### src/rtl/program_loader.sv
// Boot-time loader: decodes a header/payload word stream into IMEM and DMEM
// write strobes, then enables the cpu for a commanded number of cycles.
module program_loader #(
    parameter int unsigned IMEM_DEPTH = 512,
    parameter int unsigned DMEM_DEPTH = 1024
) (
    input  logic        clk,
    input  logic        arst,
    input  logic [31:0] in_data,
    input  logic        in_valid,
    output logic        in_ready,
    output logic [63:0] addr_ext,
    output logic        wen_ext,
    output logic [31:0] wdata_ext,
    output logic [63:0] addr_ext_2,
    output logic        wen_ext_2,
    output logic [63:0] wdata_ext_2,
    output logic        cpu_enable,
    output logic        busy,
    output logic        done,
    output logic        error
);

    localparam logic [2:0] S_IDLE      = 3'd0;
    localparam logic [2:0] S_LOAD_I    = 3'd1;
    localparam logic [2:0] S_LOAD_D_LO = 3'd2;
    localparam logic [2:0] S_LOAD_D_HI = 3'd3;
    localparam logic [2:0] S_RUN       = 3'd4;
    localparam logic [2:0] S_ERR       = 3'd5;

    localparam logic [1:0] CMD_IMEM = 2'b00;
    localparam logic [1:0] CMD_DMEM = 2'b01;
    localparam logic [1:0] CMD_RUN  = 2'b10;

    logic [2:0]  state;
    logic [13:0] off;
    logic [15:0] cnt_n;
    logic [15:0] k;
    logic [15:0] run_rem;
    logic [31:0] lo;

    logic        accept;
    logic        last_word;
    logic [1:0]  hdr_cmd;
    logic [13:0] hdr_off;
    logic [15:0] hdr_n;
    logic        range_i_bad;
    logic        range_d_bad;
    logic [63:0] word_addr;

    assign hdr_cmd = in_data[31:30];
    assign hdr_off = in_data[29:16];
    assign hdr_n   = in_data[15:0];

    // Ready is forced low while reset is held so no beat can be taken mid-reset.
    assign in_ready = !arst && (state == S_IDLE || state == S_LOAD_I ||
                                state == S_LOAD_D_LO || state == S_LOAD_D_HI);
    assign accept   = in_valid && in_ready;
    assign busy     = (state != S_IDLE);
    assign error    = (state == S_ERR);

    assign range_i_bad = (32'(hdr_off) + 32'(hdr_n)) > IMEM_DEPTH;
    assign range_d_bad = (32'(hdr_off) + 32'(hdr_n)) > DMEM_DEPTH;
    assign word_addr   = 64'(off) + 64'(k);
    assign last_word   = (k == cnt_n - 16'd1);

    // NOTE: sequential state uses non-blocking assignments only, so every
    // register samples pre-edge values regardless of statement order.
    always_ff @(posedge clk or posedge arst) begin
        if (arst) begin
            // NOTE: every register, including the address/data holding
            // registers and the lo latch, is reset; there is no memory array here.
            state       <= S_IDLE;
            off         <= '0;
            cnt_n       <= '0;
            k           <= '0;
            run_rem     <= '0;
            lo          <= '0;
            addr_ext    <= '0;
            wen_ext     <= 1'b0;
            wdata_ext   <= '0;
            addr_ext_2  <= '0;
            wen_ext_2   <= 1'b0;
            wdata_ext_2 <= '0;
            cpu_enable  <= 1'b0;
            done        <= 1'b0;
        end else begin
            wen_ext   <= 1'b0;
            wen_ext_2 <= 1'b0;
            done      <= 1'b0;

            case (state)
                S_IDLE: begin
                    if (accept) begin
                        off   <= hdr_off;
                        cnt_n <= hdr_n;
                        k     <= '0;
                        case (hdr_cmd)
                            CMD_IMEM: begin
                                if (hdr_n == 16'd0)  state <= S_IDLE;
                                else if (range_i_bad) state <= S_ERR;
                                else                  state <= S_LOAD_I;
                            end
                            CMD_DMEM: begin
                                if (hdr_n == 16'd0)  state <= S_IDLE;
                                else if (range_d_bad) state <= S_ERR;
                                else                  state <= S_LOAD_D_LO;
                            end
                            CMD_RUN: begin
                                state      <= S_RUN;
                                cpu_enable <= 1'b1;
                                run_rem    <= hdr_n;
                            end
                            default: state <= S_ERR;
                        endcase
                    end
                end

                S_LOAD_I: begin
                    if (accept) begin
                        wen_ext   <= 1'b1;
                        addr_ext  <= {word_addr[61:0], 2'b00};
                        wdata_ext <= in_data;
                        k         <= k + 16'd1;
                        if (last_word) state <= S_IDLE;
                    end
                end

                S_LOAD_D_LO: begin
                    if (accept) begin
                        lo    <= in_data;
                        state <= S_LOAD_D_HI;
                    end
                end

                S_LOAD_D_HI: begin
                    if (accept) begin
                        wen_ext_2   <= 1'b1;
                        addr_ext_2  <= {word_addr[60:0], 3'b000};
                        wdata_ext_2 <= {in_data, lo};
                        k           <= k + 16'd1;
                        state       <= last_word ? S_IDLE : S_LOAD_D_LO;
                    end
                end

                S_RUN: begin
                    // A zero count never decrements, so the cpu runs until reset.
                    if (run_rem == 16'd1) begin
                        cpu_enable <= 1'b0;
                        done       <= 1'b1;
                        run_rem    <= '0;
                        state      <= S_IDLE;
                    end else if (run_rem != 16'd0) begin
                        run_rem <= run_rem - 16'd1;
                    end
                end

                S_ERR: begin
                    cpu_enable <= 1'b0;
                end

                default: state <= S_ERR;
            endcase
        end
    end

endmodule

### config.mk
export PLATFORM = sky130hd
export DESIGN_NAME = program_loader
export DESIGN_NICKNAME = d
export VERILOG_FILES = /design/src/rtl/program_loader.sv
export SDC_FILE = /design/constraint.sdc
export NUM_CORES = 1
export LEC_CHECK = 0
export BUFFER_PORTS_ARGS = -buffer_cell sky130_fd_sc_hd__buf_2
export CAP_MARGIN = 5
export CORE_AREA = 10 10 177 179
export DETAILED_ROUTE_END_ITERATION = 12
export DIE_AREA = 0 0 187 189
export GPL_TIMING_DRIVEN = 0
export PLACE_DENSITY = 0.77
export SYNTH_ARGS = -nofsm -noshare
export SYNTH_HDL_FRONTEND = slang
export SYNTH_SLANG_ARGS = --single-unit
### constraint.sdc
create_clock -name clk -period 8.7 [get_ports clk]
set_input_delay 1.74 -clock clk [delete_from_list [all_inputs] [get_ports clk]]
set_output_delay 1.74 -clock clk [all_outputs]
set_load 0.05 [all_outputs]
Yosys cells after proc, flatten, opt, wreduce, memory -nomap -nowiden
Cells that the tools add are included.
Word-level totals
  register bits after elaboration: 320
  bits in latches: 0
  bits in writable memories: 0
  bits in read-only memories: 0
  input bits: 35
  logic and storage cells: 93
  memories: 0
Cells by class
  add/subtract/negate cells: 5
  $mul: 0
  div/mod/pow operators: 0
  $lt $le $gt $ge: 2
  eq/ne operators: 18
  shifts and indexed selects: 0
  multiplexer cells: 30
  bitwise operators: 1
  reductions and logical operators: 23
Operators with widths (count)
  2-to-1 mux 16 bit: 6
  one-hot mux 16 bit (2 select lines): 2
  adder 14 x 16 -> 17 bit: 2
  > comparator 32 x 10 -> 1 bit, second input constant: 1
  subtractor 16 x 1 -> 16 bit, second input constant: 2
  2-to-1 mux 3 bit: 10
  one-hot mux 3 bit (6 select lines): 1
  > comparator 17 x 11 -> 1 bit, second input constant: 1
  adder 16 x 1 -> 16 bit, second input constant: 1
  equality test 16 x 1 -> 1 bit, second input constant: 1
  equality test 16 bit: 1
  logical NOT 16 bit: 1
  nonzero test 16 bit: 1
  inequality test 2 bit, second input constant: 6
  one-hot mux 3 bit (3 select lines): 1
  2-to-1 mux 1 bit: 8
  AND reduction 2 bit: 4
  AND reduction 4 bit: 2
  AND reduction 7 bit: 1
  equality test 3 x 2 -> 1 bit, second input constant: 2
  equality test 3 bit, second input constant: 2
  nonzero test 3 bit: 2
  inequality test 2 x 1 -> 1 bit, second input constant: 2
  nonzero test 2 bit: 2
  14 further kinds: 17

Logic depth before layout (Yosys ltp)
Gate-level depths: netlist of run 1.
  depth after elaboration: 8
  mapped depth: 11
  mapped depth without buffers: 10

Worst setup path before layout of run 1
Ideal clock, no wire load.
  path type: input to output
  start: input port arst
  end: output port in_ready
  arrival: 2.414 ns
  data required time: 6.960 ns
  slack: 4.546 ns
  stages: 1
  cells stage by stage: nor2_1
On the way
  longest elaborated chain between the ends: 2
RTL lines
  start: declaration: line 8  | input logic arst,
  logical NOT 1 bit (no source line)
  logical AND 1 bit: line 56  | assign in_ready = !arst && (state == S_IDLE || state == S_LOAD_I ||
  end: declaration: line 11  | output logic in_ready,
Every way passes these cells.

Final worst setup path of run 1
Same ends and word-level chain as after synthesis.

==> flow_summary.yaml, run 1 <==
clock_network:
  postCtsSetupRepairBufs: 0
  cts_tree: "done"
  cts_buffers: 26
  insertion_delay_ps: 530
  cts.sink_count: 231
  cts_hold_buf: 0
  cts_root_buf: "clkbuf_16"
  cts_buffer_depth: 3
  clkTransAtPathRegs_ps: 50
  ctsResizeCount: 0
  cts-htree-levels: 1
outcome:
  outcome: "completed"
setup_path:
  cp.required_ps: 6960
  critical_path_buf_inv_count: 2
  r2r_slack_ps: 5540
  ff2ff_path_depth: 9
  startpoint: "arst"
  worstSetupStartpointType: "input port"
  path_cells: "buf_2 > nor2_1 > buf_2"
  slowest_stage: "buf_2"
  worstPathMaxFanout: 3
  reg2reg_from: "run_rem[0]"
  r2r_end: "run_rem[7]"
  crit_type: "in2out"
  cp.depth: 3
  cp_common_cell: "buf_2"
  critPathTopFamily: "buffers and inverters"
  end_kind: "output pin"
  cp-endpoint: "in_ready"
  worst-endpoint-arrival_ps: 2460
  critPathMaxStageDelay_ps: 320
pwr:
  p_sw_share_pct: 41.86
  combPwrFrac_pct: 37.4
  clockPowerShare_pct: 27.0
  p_switching_w: 0.001706
  finalPower_w: 0.004076
  p_leak_nw: 7.782
  vdd_drop_max_uv: 312.6
  power.internal_w: 0.002370
  power_density_mw_per_mm2: 278.0
  seqPwrFrac_pct: 35.6
logic_synthesis:
  yosys_register_bits: 231
  ys_seq_area_share_pct: 47.80
  synthTopCellsByArea: "dfrtp_1, mux2_2, nand2_1, buf_4, ha_1"
  synth_top_area_cell: "dfrtp_1"
  synthCells: 1221
  ys.flop_type: "dfrtp_1"
  synth_top_area_share_pct: 47.80
  yosys_warnings: 0
  synth_area_sq_mm: 0.01209
  synth-async-reset-ratio_pct: 100.0
  synth_edf_count: 0
  syn_area_per_cell_sq_um: 9.904
  synth_cell_type_count: 68
cells_and_area:
  nFillCells: 2513
  final_cell_area_sq_mm: 0.01466
  syn_to_final_growth_pct: 21.25
  utilization_pct: 53.07
  fin_nets: 1581
  layout_common_cells: "nand2_1, dfrtp_1, buf_2, mux2_2"
  drive_gt1_share_pct: 28.84
  layout_commonest_cell: "nand2_1"
floorplanning:
  initial_core_util_pct: 43.77
  die_h_um: 189
  die_w_um: 187
  rows: 61
  pin_count: 266
  coreArea_sq_mm: 0.02763
  dieArea_sq_mm: 0.03534
global_route:
  grt_pass1_wl_um: 54850
  grt_pass1_vias: 9949
  grt_usage_pct: 18.81
  grt_max_degree: 118
  antenna_found_initial: 2
  grt-ovfl-total: 0
placement:
  place.gp.congestion: 0.9143
  io_buffers: 169
  place_area_sq_mm: 0.01380
  dp_hpwl_um: 25830
timing:
  min_period_ps: 4199
  clock_skew_ps: 8.282
  hold_viol: 0
  setup_tns_ps: 0
  worstMarginPinSlew_ps: 1003
  rsz0062_at_grt: "false"
  fin_crit_sh_pct: 48.26
  slew_headroom_pct: 33.00
  max_freq_mhz: 238.2
  setup_violations: 0
  maxSlewViolCount: 0
drt:
  vias_per_cell: 5.201
  drc: 0
  antenna_left: 0
  drt_pre_antenna_iters: 5
  wl_per_cell_um: 18.30
  routed-via-count: 9923
  wl_um: 34920
  drt_iter0_markers: 770
job:
  max_cap_violations: 0
hold_path:
  hold_path.class: "reg2reg"
## kinds of logic (layout without fill, tap and decap cells)
logic type | count (synthesis) | after routing | share of synthesized area (%)
compound gates | 187 | 187 | 9.974
xor+xnor | 41 | 41 | 2.969
fa+ha+maj | 34 | 34 | 3.642
buf+inv | 172 | 387 | 8.453
flops | 231 | 231 | 47.80
mux | 114 | 114 | 10.61
other cells | 1 | 95 | 0.03101
simple gates | 441 | 441 | 16.52
## cells in the mapped netlist (all sizes together), types with 3 or more instances
cell    number
or4          8
a22oi        5
o21ai       68
nand2b       6
o211a        3
mux2       113
o31a         3
a311oi       3
dfrtp      231
or3          8
o21a         8
nor2b        8
and2         6
inv         18
clkbuf      45
xor2        18
nor3        21
a211oi       9
a31oi        6
nor4b        3
o21bai       3
buf        109
a32oi        9
nand3b       4
nor2        64
and4         4
xnor2       23
a21o         3
nand2      252
o31ai        6
nor3b        7
o211ai      10
nand4        5
nand3        7
and3        14
nor4        16
a21oi       33
ha          32
## power groups by stage
stage	combinational [W]	clock, W	sequential (W)
5_1_grt	0.00165	0.00116	0.00147
4_1_cts	0.00151	0.00112	0.00144
3_3_place_gp	0.00147	0	0.00145
3_5_place_dp	0.00151	0	0.00146
2_1_floorplan	0.000814	0	0.00176
6_report	0.00152	0.00110	0.00145
## registers in the layout, summed over array words and instances, names as in the netlist
name and cells:
wen_ext_2 1, wdata_ext_2 64, lo 32, off 14
cpu_enable 1, state 3, done 1, run_rem 16
addr_ext 17, cnt_n 16, wen_ext 1, k 16
addr_ext_2 17, wdata_ext 32
## stage by stage
step                      hold WS [ps]  cells  setup slack, ps
after floorplan                  452.3   1314            627.1
after global placement           454.5   1861            -1912
after detailed placement         457.3   1862             4022
after CTS                        473.4   1907             4535
after global routing             495.7   1908             4370
final                            469.3   1908             4501
## layout make-up
type / count / area (sq um) / area share [%]
antenna: 1 / 2.502 / 0.01707
tap: 378 / 473.0 / 3.226
multi-input combinational: 911 / 5639 / 38.46
timing repair buffer: 170 / 873.3 / 5.956
sequential: 231 / 5781 / 39.42
clock inverter: 7 / 77.57 / 0.5291
buffer: 154 / 954.7 / 6.511
inverter: 18 / 75.07 / 0.5120
clock buffer: 38 / 787.0 / 5.367
## worst register-to-register path, delay by kind of cell, from the launching register on
family / cells / cell delay (ps)
and+or+nand+nor: 3 / 1330
AOI/OAI and AO/OA: 3 / 580
buffers and inverters: 2 / 430
DFF: 1 / 420
adders and majority gates: 1 / 270
## layer usage
layer  global-route usage [%]  routed length, um
met1                    22.68              14100
met5                        0                  7
met3                    5.733               3269
met4                    5.707               1113
met2                    31.73              16430
## worst min path at each step
stage / startpoint / to / slack (ps) / cells after the start
finish: addr_ext[13] / addr_ext[13] / 470 / 2
global route: addr_ext[13] / addr_ext[13] / 500 / 2
CTS: wdata_ext[4] / wdata_ext[4] / 470 / 2
detailed placement: wdata_ext[23] / wdata_ext[23] / 460 / 2
global placement: wdata_ext[25] / wdata_ext[25] / 450 / 2
floorplan: off[0] / off[0] / 450 / 2
Power figures use the tool's default switching activity.
==> inputs of run 2 (changes only) <==
--- a/config.mk
+++ b/config.mk
@@ -11,7 +11,7 @@
 export DETAILED_ROUTE_END_ITERATION = 12
 export DIE_AREA = 0 0 187 189
 export GPL_TIMING_DRIVEN = 0
-export PLACE_DENSITY = 0.77
+export PLACE_DENSITY = 0.8
 export SYNTH_ARGS = -nofsm -noshare
 export SYNTH_HDL_FRONTEND = slang
 export SYNTH_SLANG_ARGS = --single-unit
==> constraint.sdc (replaced) <==
create_clock -name clk -period 3.81 [get_ports clk]
set_input_delay 0.762 -clock clk [delete_from_list [all_inputs] [get_ports clk]]
set_output_delay 0.762 -clock clk [all_outputs]
set_load 0.05 [all_outputs]
==> flow_summary.yaml, run 2 (same netlist as run 1, synthesis figures left out) <==
outcome:
  outcome: "completed"
floorplanning:
  die_w_um: 187
  rows: 61
  initial_core_util_pct: 43.77
  coreArea_sq_mm: 0.02763
  dieArea_sq_mm: 0.03534
  pin_count: 266
  die_h_um: 189
timing:
  hold_viol: 0
  max_freq_mhz: 310.1
  maxSlewViolCount: 0
  worstMarginPinSlew_ps: 995.2
  setup_slack_ps: 585.7
  fin_crit_sh_pct: 84.63
  clock_skew_ps: 32.40
  slew_headroom_pct: 33.51
  min_period_ps: 3224
  rsz0062_at_grt: "false"
  setup_violations: 0
drt:
  drt_iter0_markers: 902
  antenna_left: 0
  vias_per_cell: 5.194
  wl_um: 35290
  drc: 0
  wl_per_cell_um: 18.43
  drt_pre_antenna_iters: 6
  routed-via-count: 9946
cells_and_area:
  layout_common_cells: "nand2_1, dfrtp_1, buf_2, mux2_2"
  drive_gt1_share_pct: 28.97
  largest_reg_flops: 64
  stdcell_count: 1915
  fin_nets: 1586
  top_regs: "wdata_ext_2 x64, lo x32, wdata_ext x32"
  layout_commonest_cell: "nand2_1"
  syn_to_final_growth_pct: 22.27
  nFillCells: 2448
  largest-register: "wdata_ext_2"
clock_network:
  cts.sink_count: 231
  cts_buffers: 26
  cts_buffer_depth: 3
  cts_tree: "done"
  postCtsSetupRepairBufs: 0
  ctsResizeCount: 0
  cts-htree-levels: 1
  cts_root_buf: "clkbuf_16"
  cts_hold_buf: 0
  clkTransAtPathRegs_ps: 60
  insertion_delay_ps: 550
job:
  max_cap_violations: 0
global_route:
  grt-ovfl-total: 0
  grt_usage_pct: 19.03
  grt_pass1_wl_um: 55170
  antenna_found_initial: 1
  grt_pass1_vias: 10292
  grt_max_degree: 46
setup_path:
  r2r_end: "run_rem[5]"
  end_kind: "register"
  worstPathMaxFanout: 7
  reg2reg_from: "run_rem[0]"
  crit_type: "in2reg"
  ff2ff_path_depth: 9
  worst-endpoint-arrival_ps: 3620
  worstSetupStartpointType: "input port"
  cp.required_ps: 4210
  r2r_slack_ps: 620
placement:
  place_ws_ps: 126.5
  dp_hpwl_um: 26650
  place.gp.congestion: 0.9372
  io_buffers: 169
  placed_cells: 1867
pwr:
  power_density_mw_per_mm2: 637.1
  p_leak_nw: 7.843
  vdd_drop_max_uv: 562.2
hold_path:
  hold_path.class: "in2async"
[run 2: changes by cell type in the layout (fill, tap and decap cells not counted), moves of 2 or more]
| cell | before | now |
|---|---|---|
| inv_8 | 2 | 0 |
| buf_12 | 0 | 6 |
| clkbuf_1 | 47 | 50 |
| bufinv_16 | 1 | 3 |
| clkinvlp_4 | 3 | 1 |
[run 2: area by class of cell]
| cell class | instances | area (sq um) | share of cell area (%) |
|---|---|---|---|
| flip-flops and latches | 231 | 5781 | 39.10 |
| multi-input cells | 911 | 5639 | 38.14 |
| repair buffers | 175 | 965.9 | 6.533 |
| plain buffers | 154 | 954.7 | 6.457 |
| clock buffers | 40 | 773.2 | 5.230 |
| well taps | 378 | 473.0 | 3.199 |
| clock inverters | 7 | 125.1 | 0.8462 |
| inverters | 18 | 71.32 | 0.4824 |
| diodes | 1 | 2.502 | 0.01692 |
[run 2: report_power, final]
| group | internal (W) | switching [W] | leakage, nW |
|---|---|---|---|
| combinational | 0.000999 | 0.00249 | 4.32 |
| clock | 0.00160 | 0.00102 | 0.440 |
| sequential | 0.00292 | 0.000389 | 3.09 |
| total | 0.00552 | 0.00390 | 7.84 |
[run 2: worst max-delay path by stage]
| stage | start | endpoint | slack, ps | depth (start not counted) |
|---|---|---|---|---|
| after floorplan | arst | addr_ext[10] | 30 | 1 |
| after global placement | arst | wdata_ext_2[63] | -1330 | 2 |
| after detailed placement | in_data[0] | state[0] | 130 | 10 |
| after CTS | run_rem[0] | run_rem[5] | 620 | 9 |
| after global routing | run_rem[0] | run_rem[5] | 350 | 9 |
| final | in_data[0] | state[0] | 590 | 10 |
[run 2: per-stage QoR]
step                      hold slack [ps]  total power (W)  cell area (sq um)  util, %  TNS, ps
after CTS                           269.1         0.009431              14780    53.51        0
after global placement              455.2         0.006673              13760    49.82  -302740
final                               273.7         0.009419              14790    53.51        0
after global routing                303.0         0.009916              14790    53.51        0
after floorplan                     452.3         0.005873              12450        -        0
after detailed placement            457.5         0.006790              13880    50.25        0
[run 2: critical path, stage by stage]
cell and delay, ps:
buf_2 190, ha_1 250, fa_1 430, a211oi_1 370, nor2_1 120, o31a_1 270, a2111oi_2 580, o211ai_1 200
o31ai_1 340, o211ai_1 120
[run 2: metal layers]
metal	global-route usage [%]	wire length (um)	up-vias	part of all wire, %
li1	-	-	4650	-
met1	22.10	14070	4795	40
met2	32.27	16630	412	47
met3	5.770	3198	89	9.1
met4	7.692	1387	0	3.9
met5	0	0	-	0
==> inputs of run 3 (changes only) <==
==> constraint.sdc (replaced) <==
create_clock -name clk -period 2.9 [get_ports clk]
set_input_delay 0.58 -clock clk [delete_from_list [all_inputs] [get_ports clk]]
set_output_delay 0.58 -clock clk [all_outputs]
set_load 0.05 [all_outputs]
==> flow_summary.yaml, run 3 (same netlist as run 1, synthesis figures left out) <==
global_route:
  grt_pass1_wl_um: 55630
  grt-ovfl-total: 0
  grt_pass1_vias: 10021
  antenna_found_initial: 1
  grt_usage_pct: 19.18
  grt_max_degree: 43
setup_path:
  cp.required_ps: 3320
  crit_type: "in2reg"
  worstPathMaxFanout: 7
  end_kind: "register"
  reg2reg_from: "cnt_n[4]"
  startpoint: "in_data[0]"
  worst-endpoint-arrival_ps: 3230
  worstSetupStartpointType: "input port"
timing:
  setup_slack_ps: 88.12
  maxSlewViolCount: 0
  fin_crit_sh_pct: 96.96
  worstMarginPinSlew_ps: 834.2
  setup_violations: 0
  slew_headroom_pct: 43.87
  min_period_ps: 2812
  hold_viol: 0
  max_freq_mhz: 355.6
  clock_skew_ps: 35.50
  rsz0062_at_grt: "true"
placement:
  dp_hpwl_um: 26670
  place_ws_ps: -542.6
  place.gp.congestion: 0.9233
  placed_cells: 1867
  io_buffers: 169
cells_and_area:
  syn_to_final_growth_pct: 22.69
  diodes: 0
  stdcell_count: 1913
  fin_nets: 1588
  largest_reg_flops: 64
  drive_gt1_share_pct: 30.36
  top_regs: "wdata_ext_2 x64, lo x32, wdata_ext x32"
  layout_common_cells: "nand2_1, dfrtp_1, buf_2, mux2_2, buf_4"
  largest-register: "wdata_ext_2"
  layout_commonest_cell: "nand2_1"
floorplanning:
  die_w_um: 187
  coreArea_sq_mm: 0.02763
  rows: 61
  die_h_um: 189
  initial_core_util_pct: 43.77
  dieArea_sq_mm: 0.03534
  pin_count: 266
job:
  max_cap_violations: 0
outcome:
  outcome: "completed"
drt:
  wl_um: 35380
  routed-via-count: 10070
  drc: 0
  vias_per_cell: 5.264
  drt_iter0_markers: 746
  antenna_left: 0
  wl_per_cell_um: 18.49
  drt_pre_antenna_iters: 6
pwr:
  p_leak_nw: 7.857
  vdd_drop_max_uv: 846.5
  power_density_mw_per_mm2: 822.9
clock_network:
  insertion_delay_ps: 560
  cts_buffer_depth: 3
  cts_hold_buf: 0
  clkTransAtPathRegs_ps: 60
  cts_root_buf: "clkbuf_16"
  cts_buffers: 26
  cts_tree: "done"
  cts-htree-levels: 1
  cts.sink_count: 231
hold_path:
  hold_path.class: "in2async"
[run 3: cell types whose count changed in the layout (fill, tap and decap cells not counted), sizes merged, moves of 2 or more]
cell	before	now
bufinv	3	1
clkinvlp	1	3
clkbuf	85	80
clkinv	4	6
[run 3: per-layer routing]
metal	global-route usage (%)	up-vias	wire length [um]
met4	6.824	2	1340
met3	6.027	99	3549
li1	-	4642	-
met1	22.99	4867	13620
met5	0	-	13
met2	31.91	460	16850
[run 3: metrics by stage]
stage / total power [W] / utilization [%] / cell area [sq um] / TNS, ps / hold WS [ps]
after floorplan: 0.007717 / - / 12460 / -162150 / 452.3
after global placement: 0.008779 / 49.86 / 13780 / -511440 / 455.2
after detailed placement: 0.008930 / 50.30 / 13900 / -39220 / 456.5
after CTS: 0.01218 / 53.39 / 14750 / 0 / 148.7
after global routing: 0.01288 / 53.70 / 14840 / -32.90 / 176.4
final: 0.01221 / 53.70 / 14840 / 0 / 148.8
[run 3: power by group]
| group | internal (W) | switching (W) | total, W | leakage, nW |
|---|---|---|---|---|
| registers | 0.00384 | 0.000509 | 0.00435 | 3.09 |
| clock network | 0.00184 | 0.00134 | 0.00319 | 0.405 |
| logic | 0.00135 | 0.00332 | 0.00467 | 4.36 |
[run 3: worst paths after layout]
check | endpoint | slack, ps | cells after the start
setup / recovery | state[0] | 90 | 10
setup reg to reg | state[1] | 110 | 8
hold reg to reg | wdata_ext[9] | 470 | 2
min in group clk | off[7] | 330 | 3
max in group asynchronous | addr_ext[14] | 1870 | 4
hold / removal | wdata_ext[5] | 150 | 2
[run 3: worst max-delay path, stage by stage]
cell	delay [ps]
buf_2	190
ha_1	270
fa_1	440
a211oi_2	280
nor2_1	110
o31a_1	300
a2111oi_4	470
o211ai_1	180
o31ai_2	270
o211ai_1	130
[run 3: layout make-up]
type,count,area [sq um]
clock buffer,34,720.7
multi-input combinational,911,5728
tap,378,473.0
buffer,154,969.7
timing repair buffer,177,980.9
clock inverter,10,111.4
sequential,231,5782
fill,2478,12790
inverter,18,71.32
[run 3: timing repair]
item,4_1_cts,5_1_grt
hold endpoints to repair,0,0
resized for setup,5,26
setup buffers,0,2
pin swaps,0,3
endpoints found under the setup margin,85,79
